$ cat src/rtl/cache_line_arbiter.sv
// cache_line_arbiter: round-robin I/D line arbiter onto one L2 port.
// Latches each granted request until L2 completes, then pulses the owner.
module cache_line_arbiter #(
  parameter  int LINE_WIDTH  = 256,
  localparam int OFFSET_BITS = $clog2(LINE_WIDTH/8)
) (
  input  logic                  clk,
  input  logic                  rst,
  input  logic                  imem_read,
  input  logic [31:0]           imem_address,
  output logic [LINE_WIDTH-1:0] imem_rdata,
  output logic                  imem_resp,
  input  logic                  dmem_read,
  input  logic                  dmem_write,
  input  logic [31:0]           dmem_address,
  input  logic [LINE_WIDTH-1:0] dmem_wdata,
  output logic [LINE_WIDTH-1:0] dmem_rdata,
  output logic                  dmem_resp,
  output logic                  pmem_read,
  output logic                  pmem_write,
  output logic [31:0]           pmem_address,
  output logic [LINE_WIDTH-1:0] pmem_wdata,
  input  logic [LINE_WIDTH-1:0] pmem_rdata,
  input  logic                  pmem_resp
);

  typedef enum logic [1:0] {
    IDLE, I_BUSY, D_BUSY, RESP
  } state_t;

  localparam logic [31:0] OFF_MASK =
    (32'h1 << OFFSET_BITS) - 32'h1;

  state_t                  state_q, state_d;
  logic                    last_d_q, last_d_d;
  logic                    pread_q, pread_d;
  logic                    pwrite_q, pwrite_d;
  logic [31:0]             addr_q, addr_d;
  logic [LINE_WIDTH-1:0]   wdata_q, wdata_d;
  logic [LINE_WIDTH-1:0]   irdata_q, irdata_d;
  logic [LINE_WIDTH-1:0]   drdata_q, drdata_d;

  logic req_i, req_d, gnt_i, gnt_d;

  // Arbitration: a tie goes to the side that did not win last.
  always_comb begin
    req_i = imem_read;
    req_d = dmem_read | dmem_write;
    gnt_d = req_d & (~req_i | ~last_d_q);
    gnt_i = req_i & ~gnt_d;
  end

  // Next-state and latched-request logic.
  always_comb begin
    state_d  = state_q;
    last_d_d = last_d_q;
    pread_d  = pread_q;
    pwrite_d = pwrite_q;
    addr_d   = addr_q;
    wdata_d  = wdata_q;
    irdata_d = irdata_q;
    drdata_d = drdata_q;
    unique case (state_q)
      IDLE: begin
        unique case (1'b1)
          gnt_d: begin
            state_d  = D_BUSY;
            last_d_d = 1'b1;
            pread_d  = dmem_read;
            pwrite_d = dmem_write;
            addr_d   = dmem_address & ~OFF_MASK;
            if (dmem_write) wdata_d = dmem_wdata;
          end
          gnt_i: begin
            state_d  = I_BUSY;
            last_d_d = 1'b0;
            pread_d  = 1'b1;
            pwrite_d = 1'b0;
            addr_d   = imem_address & ~OFF_MASK;
          end
          default: state_d = IDLE;
        endcase
      end
      I_BUSY, D_BUSY: begin
        if (pmem_resp) begin
          state_d  = RESP;
          pread_d  = 1'b0;
          pwrite_d = 1'b0;
          if (pread_q) begin
            if (state_q == D_BUSY) drdata_d = pmem_rdata;
            else                   irdata_d = pmem_rdata;
          end
        end
      end
      RESP:    state_d = IDLE;
      default: state_d = IDLE;
    endcase
  end

  // State and datapath registers; reset abandons any L2 transaction.
  always_ff @(posedge clk or negedge rst) begin
    if (!rst) begin
      state_q  <= IDLE;
      last_d_q <= 1'b0;
      pread_q  <= 1'b0;
      pwrite_q <= 1'b0;
      addr_q   <= '0;
      wdata_q  <= '0;
      irdata_q <= '0;
      drdata_q <= '0;
    end else begin
      state_q  <= state_d;
      last_d_q <= last_d_d;
      pread_q  <= pread_d;
      pwrite_q <= pwrite_d;
      addr_q   <= addr_d;
      wdata_q  <= wdata_d;
      irdata_q <= irdata_d;
      drdata_q <= drdata_d;
    end
  end

  // The owner during RESP is always the last grantee.
  always_comb begin
    imem_resp    = (state_q == RESP) & ~last_d_q;
    dmem_resp    = (state_q == RESP) &  last_d_q;
    imem_rdata   = irdata_q;
    dmem_rdata   = drdata_q;
    pmem_read    = pread_q;
    pmem_write   = pwrite_q;
    pmem_address = addr_q;
    pmem_wdata   = wdata_q;
  end

endmodule

$ cat config.mk
export PLATFORM = sky130hd
export DESIGN_NAME = cache_line_arbiter
export DESIGN_NICKNAME = d
export VERILOG_FILES = /design/src/rtl/cache_line_arbiter.sv
export SDC_FILE = /design/constraint.sdc
export NUM_CORES = 1
export LEC_CHECK = 0
export ABC_AREA = 1
export CAP_MARGIN = 0
export CORE_AREA = 8 8 539 541
export DETAILED_ROUTE_END_ITERATION = 8
export DIE_AREA = 0 0 547 549
export PLACE_DENSITY = 0.39
export RECOVER_POWER = 100
export SYNTH_ARGS = -nofsm -noshare
export SYNTH_HDL_FRONTEND = slang
export SYNTH_SLANG_ARGS = --single-unit
export TNS_END_PERCENT = 100
$ cat constraint.sdc
create_clock -name clk -period 4.5 [get_ports clk]
set_input_delay 1.125 -clock clk [delete_from_list [all_inputs] [get_ports clk]]
set_output_delay 1.125 -clock clk [all_outputs]
set_load 0.02 [all_outputs]
# ---- After elaboration in Yosys (flattened, before gate mapping)
# Index checks and enable logic that the tools add are counted.
# Widths: inputs -> output; s select.
dict set report op_classes {
  add_sub_neg 0
  mul 0
  div 0
  magnitude_cmp 0
  n_eq_ne 5
  n_shift 0
  muxes 10
  bitwise 10
  reduce_logical 9
}
# op n
set ops {}
lappend ops {{$pmux 32 s2} 1}
lappend ops {{$pmux 1 s2} 5}
lappend ops {{$reduce_and 4->1} 2}
lappend ops {{$pmux 2 s3} 1}
lappend ops {{$reduce_and 3->1} 2}
lappend ops {{$and 1x1->1} 4}
lappend ops {{$eq 2x2->1 const B} 2}
lappend ops {{$not 1->1} 4}
lappend ops {{$pmux 2 s2} 1}
lappend ops {{$reduce_bool 2->1} 2}
lappend ops {{$ne 3x3->1 const B} 1}
lappend ops {{$eq 2x1->1 const B} 1}
lappend ops {{$logic_not 2->1} 1}
lappend ops {{$mux 2} 1}
lappend ops {{$ne 2x2->1 const B} 1}
lappend ops {{$or 1x1->1} 2}
lappend ops {{$reduce_and 2->1} 1}
lappend ops {{$reduce_or 2->1} 1}
lappend ops {{$mux 1} 1}
dict set report word_totals {
  reg_bits 805
  latchBits 0
  ram_bits 0
  romBits 0
  input_bits 582
  output_inout_bits 804
  wordCells 42
  mem_count 0
}

# ---- Longest topological paths before layout
# Gate-level depths: netlist (run 1).
dict set report logic_depth {
  depth_word 7
  mapped_depth 9
}

# ---- Worst setup path before layout (run 1)
# OpenSTA, ideal clock, no wires.
dict set report synth_timing {
  path_type {input-to-reg}
  from {input pmem_resp}
  to {register irdata_q[251] (netlist: imem_rdata[251])}
  arrival_time_ps 2034
  path_slack_ps 2348
  stages 7
  n_path_buf 3
  cell_sequence {nand2_1 or3_1 buf_4 buf_6 buf_6 nand2_1 o21ai_2}
}
dict set report synth_via {
  elab_chain_len 1
}
# element line_no
set synth_lines {}
lappend synth_lines {{start: declaration} 24} ;# input logic pmem_resp
lappend synth_lines {{$reduce_and 4->1 (no line)} n/a}
lappend synth_lines {{end signal: assignment} 118} ;# irdata_q <= irdata_d;
lappend synth_lines {{end: declaration} 40} ;# logic [LINE_WIDTH-1:0] irdata_q, irdata_d;
# Every way passes these cells.
# A chain may end at the register's enable or synchronous reset.

# ---- Worst setup path in the final report (run 1)
dict set report layout_timing {
  from {register state_q[0]}
  to {register wdata_q[24] (netlist: pmem_wdata[24])}
}
dict set report layout_via {
  elab_chain_len 2
}
# element line_no
set layout_lines {}
lappend layout_lines {{start: declaration} 34} ;# state_t state_q, state_d;
lappend layout_lines {{start signal: assignment} 112} ;# state_q <= state_d;
lappend layout_lines {{$logic_not 2->1} 63} ;# unique case (state_q)
lappend layout_lines {{$reduce_and 3->1 (no line)} n/a}
lappend layout_lines {{end signal: assignment} 117} ;# wdata_q <= wdata_d;
lappend layout_lines {{end: declaration} 39} ;# logic [LINE_WIDTH-1:0] wdata_q, wdata_d;
# Every way passes these cells.

==> impl_results.md, run 1 <==
* Status: complete, but fails checks
* Failing checks: max-capacitance violations, max-slew violations
* Rel. slew slack at -1.096
* DR vias at 29089
* Final Slew Violations at 213
* Period utilisation layout at 0.8376
* Worst EP arrival at 4.51 ns
* Global route overflow at 0
* Crit path max fanout at 127
* Layout area overhead at 63.96%
* CTS Hold Buffers Added at 0
* Min Tclk post-route at 3.769 ns
* Vias in the first global route at 30001
* Worst EP required at 5.24 ns
* Critical-path cell list: inv_1, ha_2, clkbuf_4, nand3_1, nand2_1
* Post-CTS sizing at 0
* Post-synth top area cell: dfrtp_1
* Worst Skew at 0.05065 ns
* Hold Path Depth at 2
* Tightest Pin Transition at 3.144 ns
* Remaining antenna violation count at 0
* Synthesized area at 32440 um2
* Pre-CTS WS at 1.119 ns
* CTS HTree Levels at 3
* First DRT Iteration DRCs at 1583
* Largest cells by area after synthesis: dfrtp_1, nand2_1, o21ai_2
* Antenna violations before repair at 127
* WL/cell at 26.02 um
* Worst reg-to-reg path cell count at 5
* Largest net degree at the start of global routing at 137
* Fillers at 31421
* CP startpoint kind: register
* Hold path startpoint: pmem_wdata[153]
* Mean area per synthesized cell at 9.899 um2
* Flops & latches, synth at 800
* Synth Instances at 3277
* Vias/cell at 3.434
* Seq/Total Area, Yosys at 0.6171
* Critical path type: reg -> reg
* DIE HEIGHT at 549 um
* Core Util, Final at 0.1891
* Routability Congestion at 0.9075
* Nets at 5206
* Fin Hold WS at 0.4644 ns
* Setup TNS at 0 ns
* P_leak at 23.92 nW
* DRT Pass-1 Iters at 5
* Fin. Hold Viols at 0
* Routed wire length at 220.4 mm
* # port buffers at 1370
* Fraction of layout cells with a size suffix above 1 at 0.05168
* Endpoint type of the worst setup path: register
* Max frequency at 0.2653 GHz
* Top cell type's share of synthesized area at 0.6171
* DPL Wire Length at 183.0 mm
* Postcts setup bufs at 0
* IO Count at 1386
* YS warnings at 0
* # clock sinks at 800
* Core box area at 281300 um2
* Final total power at 0.03978 W
* RSZ-0062 raised after global routing: false
* # rows at 195
* Die area at 300300 um2
* Crit path from: state_q[0]
* Worst-skew pair later-pin latency at 0.82 ns
* Final setup fails at 0
* CTS tree: yes
* Hold crit path type: reg -> reg
* Clk buf depth at 4
* Yosys cell types at 21
* Reg2reg start: state_q[0]
* Num CTS Buffers at 110
* First-pass GRT wire length at 288.8 mm
* Die span in x at 547 um
* Root Driver: clkbuf_16
* Worst VDD drop at 0.3828 mV
* Most frequent cells in the layout: nand2_1, dfrtp_1, dlygate4sd3_1
* # DRC at 0
* Starting Density at 0.1153
* Most common cell after layout, fill and taps aside: nand2_1
* Slowest stage delay, CP at 1.23 ns
* Reg clk slew, reported paths at 0.06 ns
* Max-cap viol count at 3
* Final WS setup at 0.7308 ns
* CP max stage cell: clkbuf_4
* GR Util All Layers at 0.1407
* Pwr per Cell Area at 747.9 nW/um2
==> Yosys cell counts <==
cell type	count
inv_2	2
nand2_1	1173
buf_1	7
a22oi_1	2
a21oi_4	1
clkbuf_1	41
buf_4	6
nor2_2	2
nand3_1	286
o21ai_0	3
conb_1	1
inv_1	267
buf_2	108
o21ai_2	227
nor2_1	6
o21a_1	256
buf_6	53
o21ai_1	30
or3_1	1
dfrtp_1	800
ha_1	5
==> cell type report <==
type                    instances  area (um2)  area share
flip-flops and latches        800       20020      0.3764
repair buffers               1441       14450      0.2717
multi-input cells            1997        9325      0.1753
well taps                    3743        4683     0.08805
clock buffers                 162        3208     0.06031
inverters                     269        1010     0.01898
clock inverters                33       426.7    0.008021
diodes                         27       67.56    0.001270
==> worst max-delay path: cells and delay by family, from the launching register on <==
kind | cells | cell delay [ns]
buffers and inverters | 2 | 1.38
adders and majority gates | 1 | 0.94
DFF | 1 | 0.38
and+or+nand+nor | 2 | 0.77
==> kinds of logic (layout without fill, tap and decap cells) <==
| logic type | Yosys count | after routing | synth area share |
|---|---|---|---|
| flip-flops | 800 | 800 | 0.6171 |
| AO/OA/AOI/OAI | 519 | 519 | 0.1266 |
| AND/OR/NAND/NOR | 1468 | 1468 | 0.1811 |
| other | 1 | 32 | 0.0001156 |
| buffers and inverters | 484 | 1905 | 0.07313 |
| adder cells (fa/ha/maj) | 5 | 5 | 0.001928 |
==> sequential cells by signal, summed over array words and instances (netlist names) <==
signal	count
state_q	2
pmem_read	1
dmem_rdata	256
imem_rdata	256
pmem_address	27
pmem_wdata	256
last_d_q	1
pmem_write	1
==> where the power goes <==
part | switching [W] | internal, W | total (W)
combinational | 0.0117 | 0.00678 | 0.0185
clock | 0.00367 | 0.00529 | 0.00895
sequential | 0.00178 | 0.0105 | 0.0123
==> metal layers <==
metal	up-vias	global-route usage	share of wire
li1	13152	-	-
met4	94	0.03923	0.030
met1	14131	0.1565	0.38
met3	352	0.08911	0.14
met5	-	0	0.0027
met2	1360	0.2230	0.45
==> final timing paths <==
kind                       slack (ns)              end
hold / removal                   0.46  pmem_wdata[153]
setup reg to reg                 0.73   pmem_wdata[24]
hold reg to reg                  0.46  pmem_wdata[153]
min in group asynchronous        1.25   dmem_rdata[39]
setup / recovery                 0.73   pmem_wdata[24]
max in group asynchronous        0.81  pmem_wdata[158]
==> metrics by stage <==
stage	area, um2	instances
6_report	53190	8472
5_1_grt	53150	8457
4_1_cts	54100	8445
3_5_place_dp	50460	8250
3_3_place_gp	50460	8250
2_1_floorplan	32450	3281
No activity file was read; power rests on OpenSTA's default activity.
==> run 2: changes to the inputs <==
--- a/config.mk
+++ b/config.mk
@@ -7,10 +7,10 @@
 export LEC_CHECK = 0
 export ABC_AREA = 1
 export CAP_MARGIN = 0
-export CORE_AREA = 8 8 539 541
+export CORE_AREA = 8 8 530 532
 export DETAILED_ROUTE_END_ITERATION = 8
-export DIE_AREA = 0 0 547 549
-export PLACE_DENSITY = 0.39
+export DIE_AREA = 0 0 538 540
+export PLACE_DENSITY = 0.41
 export RECOVER_POWER = 100
 export SYNTH_ARGS = -nofsm -noshare
 export SYNTH_HDL_FRONTEND = slang
==> constraint.sdc (replaced) <==
create_clock -name clk -period 3.2 [get_ports clk]
set_input_delay 0.8 -clock clk [delete_from_list [all_inputs] [get_ports clk]]
set_output_delay 0.8 -clock clk [all_outputs]
set_load 0.02 [all_outputs]
==> run 2 against run 1 <==
The run still ends with max-capacitance violations, max-slew violations left. Clock-buffer cell count decreased by 14. Non-clock buffer count increased by 24. Sequential cell count unchanged. Design area decreased by 0.74%. Total power increased by 38%. Core utilization increased by 0.47 points. Critical path type is now reg -> out.
==> impl_results.md, run 2 (synthesized netlist as in run 1, its figures left out) <==
* Nets at 5222 (+0.31%)
* # port buffers at 1370 (unchanged)
* Hold crit path type: reg -> reg
* P_leak at 23.86 nW (-0.25%)
* Tightest Pin Transition at 2.697 ns (-0.4464 ns)
* Post-CTS sizing at 0 (unchanged)
* Num CTS Buffers at 102 (-7.3%)
* # clock sinks at 800 (unchanged)
* WL/cell at 26.56 um (+2.1%)
* Antenna violations before repair at 151 (+19%)
* Die area at 290500 um2 (-3.3%)
* Worst EP arrival at 2.16 ns (-2.35 ns)
* RSZ-0062 raised after global routing: false
* Layout area overhead at 62.75%
* Fillers at 30334 (-3.5%)
* CTS Hold Buffers Added at 0 (unchanged)
* Starting Density at 0.1191 (+0.003764)
* Critical path type: reg -> out
* IO Count at 1386 (unchanged)
* Core box area at 272400 um2 (-3.2%)
* Routed wire length at 221.3 mm (+0.41%)
* Most common cell after layout, fill and taps aside: nand2_1
* Fin. Hold Viols at 0 (unchanged)
* DIE HEIGHT at 540 um (-1.6%)
* Sw frac at 0.4350 (+0.002929)
* Gate power share at 0.472 (+0.007)
* Pwr per Cell Area at 1041 nW/um2 (+39%)
* # rows at 192 (-1.5%)
* Remaining antenna violation count at 0 (unchanged)
* Critical-path cell list: dlygate4sd3_1
* GR Util All Layers at 0.1456 (+0.004906)
* Setup TNS at 0 ns (unchanged)
* Finished Layout Cells at 8332 (-1.7%)
* P_sw at 0.02392 W (+39%)
* Max frequency at 0.3382 GHz
* Clk buf depth at 3 (-1)
* Rel. slew slack at -0.7981 (+0.2976)
* Max-cap viol count at 1 (-2)
* Fraction of layout cells with a size suffix above 1 at 0.05242 (+0.0007392)
* Failing checks: max-capacitance violations, max-slew violations
* Worst-skew pair later-pin latency at 0.74 ns (-0.08 ns)
* Min Tclk post-route at 2.957 ns
* CP startpoint kind: register
* Final setup fails at 0 (unchanged)
* Final total power at 0.05498 W (+38%)
* DR vias at 28880 (-0.72%)
* First DRT Iteration DRCs at 1483 (-6.3%)
* Root Driver: clkbuf_16
* Core Util, Final at 0.1938 (+0.004725)
* Period utilisation layout at 0.9240
* Placed insts at 8120 (-1.6%)
* Slowest stage delay, CP at 1.08 ns (-0.15 ns)
* Largest net degree at the start of global routing at 90 (-34%)
* Postcts setup bufs at 0 (unchanged)
* Worst Skew at 0.05248 ns (+0.001831 ns)
* Endpoint type of the worst setup path: output port
* Vias in the first global route at 29328 (-2.2%)
* First-pass GRT wire length at 286.7 mm (-0.75%)
* Die span in x at 538 um (-1.6%)
* CP top delay family: buffers and inverters
* Sequential share of power at 0.316 (+0.006)
* CP max stage cell: dlygate4sd3_1
* Internal power at 0.03106 W (+37%)
* Crit path max fanout at 2 (-98%)
* Clock share of power at 0.211 (-0.014)
* Critical path buffers and inverters at 1 (-1)
* Vias/cell at 3.466 (+0.95%)
* Worst EP required at 2.40 ns (-2.84 ns)
* Routability Congestion at 0.9149 (+0.82%)
* Reg clk slew, reported paths at 0.06 ns (about the same)
* Status: complete, but fails checks
* CTS tree: yes
* Global route overflow at 0 (unchanged)
* Final Slew Violations at 38 (-82%)
* Worst VDD drop at 0.4857 mV (+27%)
* CTS HTree Levels at 3 (unchanged)
* Most frequent cells in the layout: nand2_1, dfrtp_1, dlygate4sd3_1
* # DRC at 0 (unchanged)
* DPL Wire Length at 187.9 mm (+2.7%)
* DRT Pass-1 Iters at 5 (unchanged)
## run 2: power by group through the flow
stage | sequential (W) | combinational [W] | clock (W)
finish | 0.0174 | 0.0260 | 0.0116
detailed placement | 0.0178 | 0.0294 | 0
floorplan | 0.0230 | 0.00686 | 0
global placement | 0.0176 | 0.0293 | 0
CTS | 0.0177 | 0.0294 | 0.0122
global route | 0.0180 | 0.0278 | 0.0125
## run 2: stage by stage
step / instance area [um2] / hold WS, ns / worst slack (ns)
final: 52800 / 0.4628 / 0.2432
after detailed placement: 50510 / 0.4570 / 0.4237
after global placement: 50510 / 0.4571 / 0.4281
after floorplan: 32450 / 0.4962 / 1.373
after CTS: 53850 / 0.1365 / 0.1914
after global routing: 52740 / 0.4832 / 0.07524
## run 2: path summary, 6_finish.rpt
path                                 startpoint               to  slack (ns)  cells past startpoint
worst max register to register       state_q[0]   pmem_wdata[74]        0.37                      6
worst min-delay path             pmem_wdata[52]   pmem_wdata[52]        0.46                      2
worst max-delay path            pmem_wdata[104]  pmem_wdata[104]        0.24                      1
worst min register to register   pmem_wdata[52]   pmem_wdata[52]        0.46                      2
max in group asynchronous                   rst   imem_rdata[61]        0.39                      2
min in group asynchronous                   rst  pmem_address[5]        0.93                      1
## run 2: layer usage
metal | global-route usage | up-vias | wire length, um | share of wire
li1 | - | 13183 | - | -
met1 | 0.1542 | 14001 | 80300 | 0.36
met2 | 0.2429 | 1236 | 103100 | 0.47
met3 | 0.09354 | 354 | 31670 | 0.14
met4 | 0.03320 | 106 | 5534 | 0.025
met5 | 0 | - | 722 | 0.0033
## run 2: layout make-up
cell class	count	area [um2]	share of cell area
multi-input cells	1997	9269	0.1756
inverters	269	1010	0.01913
flip-flops and latches	800	20020	0.3792
well taps	3589	4491	0.08506
clock inverters	33	395.4	0.007489
diodes	31	77.57	0.001469
clock buffers	148	2935	0.05560
repair buffers	1465	14600	0.2765
## run 2: tightest hold or removal path, stage by stage (launching register included)
cell     delay [ns]
dfrtp_1        0.33
nand2_1        0.05
nand2_1        0.05
==> run 3: changes to the inputs <==
--- a/config.mk
+++ b/config.mk
@@ -7,10 +7,10 @@
 export LEC_CHECK = 0
 export ABC_AREA = 1
 export CAP_MARGIN = 0
-export CORE_AREA = 8 8 530 532
+export CORE_AREA = 2 2 540 542
 export DETAILED_ROUTE_END_ITERATION = 8
-export DIE_AREA = 0 0 538 540
-export PLACE_DENSITY = 0.41
+export DIE_AREA = 0 0 542 544
+export PLACE_DENSITY = 0.4
 export RECOVER_POWER = 100
 export SYNTH_ARGS = -nofsm -noshare
 export SYNTH_HDL_FRONTEND = slang
==> run 3 against run 2 <==
The run still ends with max-capacitance violations, max-slew violations left. Sequential cell count did not move. Clock power rose by 8%. Worst hold slack improved by 0.00057 ns. Via count rose by 1.0%. Sequential power barely moved. Sequential share of layout area fell by 0.42 points. Combinational power barely moved. Design area rose by 1.1%. Critical path type unchanged. Largest cell class unchanged.
==> impl_results.md, run 3 (synthesized netlist as in run 1, its figures left out) <==
* Status: complete, but fails checks
* Failing checks: max-capacitance violations, max-slew violations
* Fin. Hold Viols at 0 (unchanged)
* Min Tclk post-route at 3.012 ns (+0.05494 ns)
* CP startpoint kind: register
* Vias/cell at 3.404 (-1.8%)
* Postcts setup bufs at 0 (unchanged)
* Nets at 5241 (+0.36%)
* DPL Wire Length at 179.1 mm (-4.6%)
* WL/cell at 24.92 um (-6.2%)
* Reg2reg start: state_q[0]
* Routed wire length at 213.6 mm (-3.5%)
* Crit path max fanout at 2 (unchanged)
* # rows at 198 (+3.1%)
* Antenna violations before repair at 115 (-24%)
* Worst Skew at 0.06182 ns (+0.009344 ns)
* Critical Path Stages at 1 (unchanged)
* RR Endpoint: dmem_rdata[179]
* Setup TNS at 0 ns (unchanged)
* GR Util All Layers at 0.1393 (-0.006305)
* Clk buf depth at 4 (+1)
* Worst EP required at 2.40 ns (about the same)
* Max frequency at 0.3320 GHz (-1.8%)
* First-pass GRT wire length at 278.0 mm (-3.0%)
* Reg clk slew, reported paths at 0.06 ns (about the same)
* DRT Pass-1 Iters at 5 (unchanged)
* Period utilisation layout at 0.9412 (+0.01717)
* Final total power at 0.05581 W (+1.5%)
* Core box area at 289400 um2 (+6.2%)
* Worst EP arrival at 2.21 ns (+0.05 ns)
* Max-cap viol count at 6 (+5)
* First DRT Iteration DRCs at 1777 (+20%)
* CP max stage cell: dlygate4sd3_1
* # port buffers at 1370 (unchanged)
* CTS tree: yes
* CTS HTree Levels at 3 (unchanged)
* RSZ-0062 raised after global routing: false
* # clock sinks at 800 (unchanged)
* Tightest Pin Transition at 1.737 ns (-0.9603 ns)
* Final Slew Violations at 234 (+520%)
* Critical path buffers and inverters at 1 (unchanged)
* Crit path from: pmem_wdata[137]
* Vias in the first global route at 29373 (+0.15%)
* Most frequent cells in the layout: nand2_1, dfrtp_1, dlygate4sd3_1
* Worst reg-to-reg path cell count at 8 (+2)
* Layout area overhead at 64.58%
* Routability Congestion at 0.8751 (-4.4%)
* Worst VDD drop at 0.5098 mV (+5.0%)
* Most common cell after layout, fill and taps aside: nand2_1
* Die area at 294800 um2 (+1.5%)
* Endpoint type of the worst setup path: output port
* P_leak at 23.98 nW (+0.48%)
* Die span in x at 542 um (+0.74%)
* Num CTS Buffers at 107 (+4.9%)
* DIE HEIGHT at 544 um (+0.74%)
* # DRC at 0 (unchanged)
* Final setup fails at 0 (unchanged)
* Global route overflow at 0 (unchanged)
* Worst-skew pair later-pin latency at 0.84 ns (+0.10 ns)
* Reg-to-reg slack, setup at 0.32 ns (-0.05 ns)
* Starting Density at 0.1121 (-0.006970)
* Largest net degree at the start of global routing at 106 (+18%)
* IO Count at 1386 (unchanged)
* Remaining antenna violation count at 0 (unchanged)
* Fraction of layout cells with a size suffix above 1 at 0.05360 (+0.001178)
* Slowest stage delay, CP at 1.02 ns (-0.06 ns)
* Critical Path End: pmem_wdata[137]
* CP top delay family: buffers and inverters
* Pwr per Cell Area at 1045 nW/um2 (+0.38%)
* DR vias at 29177 (+1.0%)
* Hold crit path type: reg -> reg
* Critical-path cell list: dlygate4sd3_1
* Root Driver: clkbuf_16
* Rel. slew slack at -0.1579 (+0.6402)
* Critical path type: reg -> out
* Fillers at 32348 (+6.6%)
==> run 3: final cells by class <==
| class | count | area [um2] | share of cell area |
|---|---|---|---|
| Clock inverter | 33 | 494.2 | 0.009257 |
| Multi-Input combinational cell | 1997 | 9295 | 0.1741 |
| Inverter | 269 | 1010 | 0.01891 |
| Tap cell | 3800 | 4755 | 0.08906 |
| Timing Repair Buffer | 1479 | 14620 | 0.2739 |
| Antenna cell | 33 | 82.58 | 0.001547 |
| Sequential cell | 800 | 20020 | 0.3750 |
| Clock buffer | 161 | 3110 | 0.05826 |
==> run 3: per-layer routing <==
metal | vias up | part of all wire | global-route usage
met3 | 337 | 0.14 | 0.08096
met1 | 14192 | 0.38 | 0.1567
met4 | 82 | 0.034 | 0.04236
met5 | - | 0.0025 | 0.006981
met2 | 1335 | 0.45 | 0.2200
li1 | 13231 | - | -
==> run 3: per-stage QoR <==
stage          setup slack, ns  std cells  utilization  hold slack [ns]  cell area (um2)
2_1_floorplan            1.373       3281            -           0.4962            32450
3_3_place_gp            0.3247       8344       0.1761           0.4586            50960
3_5_place_dp            0.2927       8344       0.1761           0.4591            50960
4_1_cts                0.03231       8539       0.1886           0.4317            54570
5_1_grt                0.08113       8550       0.1843           0.4781            53330
6_report                0.1883       8572       0.1845           0.4634            53390
==> run 3: tightest hold or removal path, stage by stage (launching register included) <==
cell and delay [ns]:
dfrtp_1 0.33, nand2_1 0.06, nand2_1 0.05
==> run 3: how the worst min path moves through the flow <==
stage / from / endpoint / slack, ns / cells past startpoint
after global placement: pmem_wdata[199] / pmem_wdata[199] / 0.46 / 2
after global routing: dmem_wdata[10] / pmem_wdata[10] / 0.48 / 3
after floorplan: rst / dmem_rdata[0] / 0.50 / 0
final: pmem_wdata[33] / pmem_wdata[33] / 0.46 / 2
after detailed placement: pmem_wdata[102] / pmem_wdata[102] / 0.46 / 2
after CTS: dmem_wdata[60] / pmem_wdata[60] / 0.43 / 3
==> run 3: power breakdown <==
group / switching, W / leakage, nW / internal [W]
Sequential: 0.00258 / 9.79 / 0.0148
Clock: 0.00510 / 1.75 / 0.00744
Combinational: 0.0163 / 12.4 / 0.00960
Total: 0.0239 / 24.0 / 0.0319
==> run 3: repair_timing <==
item | 4_1_cts | 5_1_grt
hold endpoints to repair | 8 | 0
hold buffers | 1 | 0
setup endpoints to repair | 2 | 0
resized for setup | 2 | 0
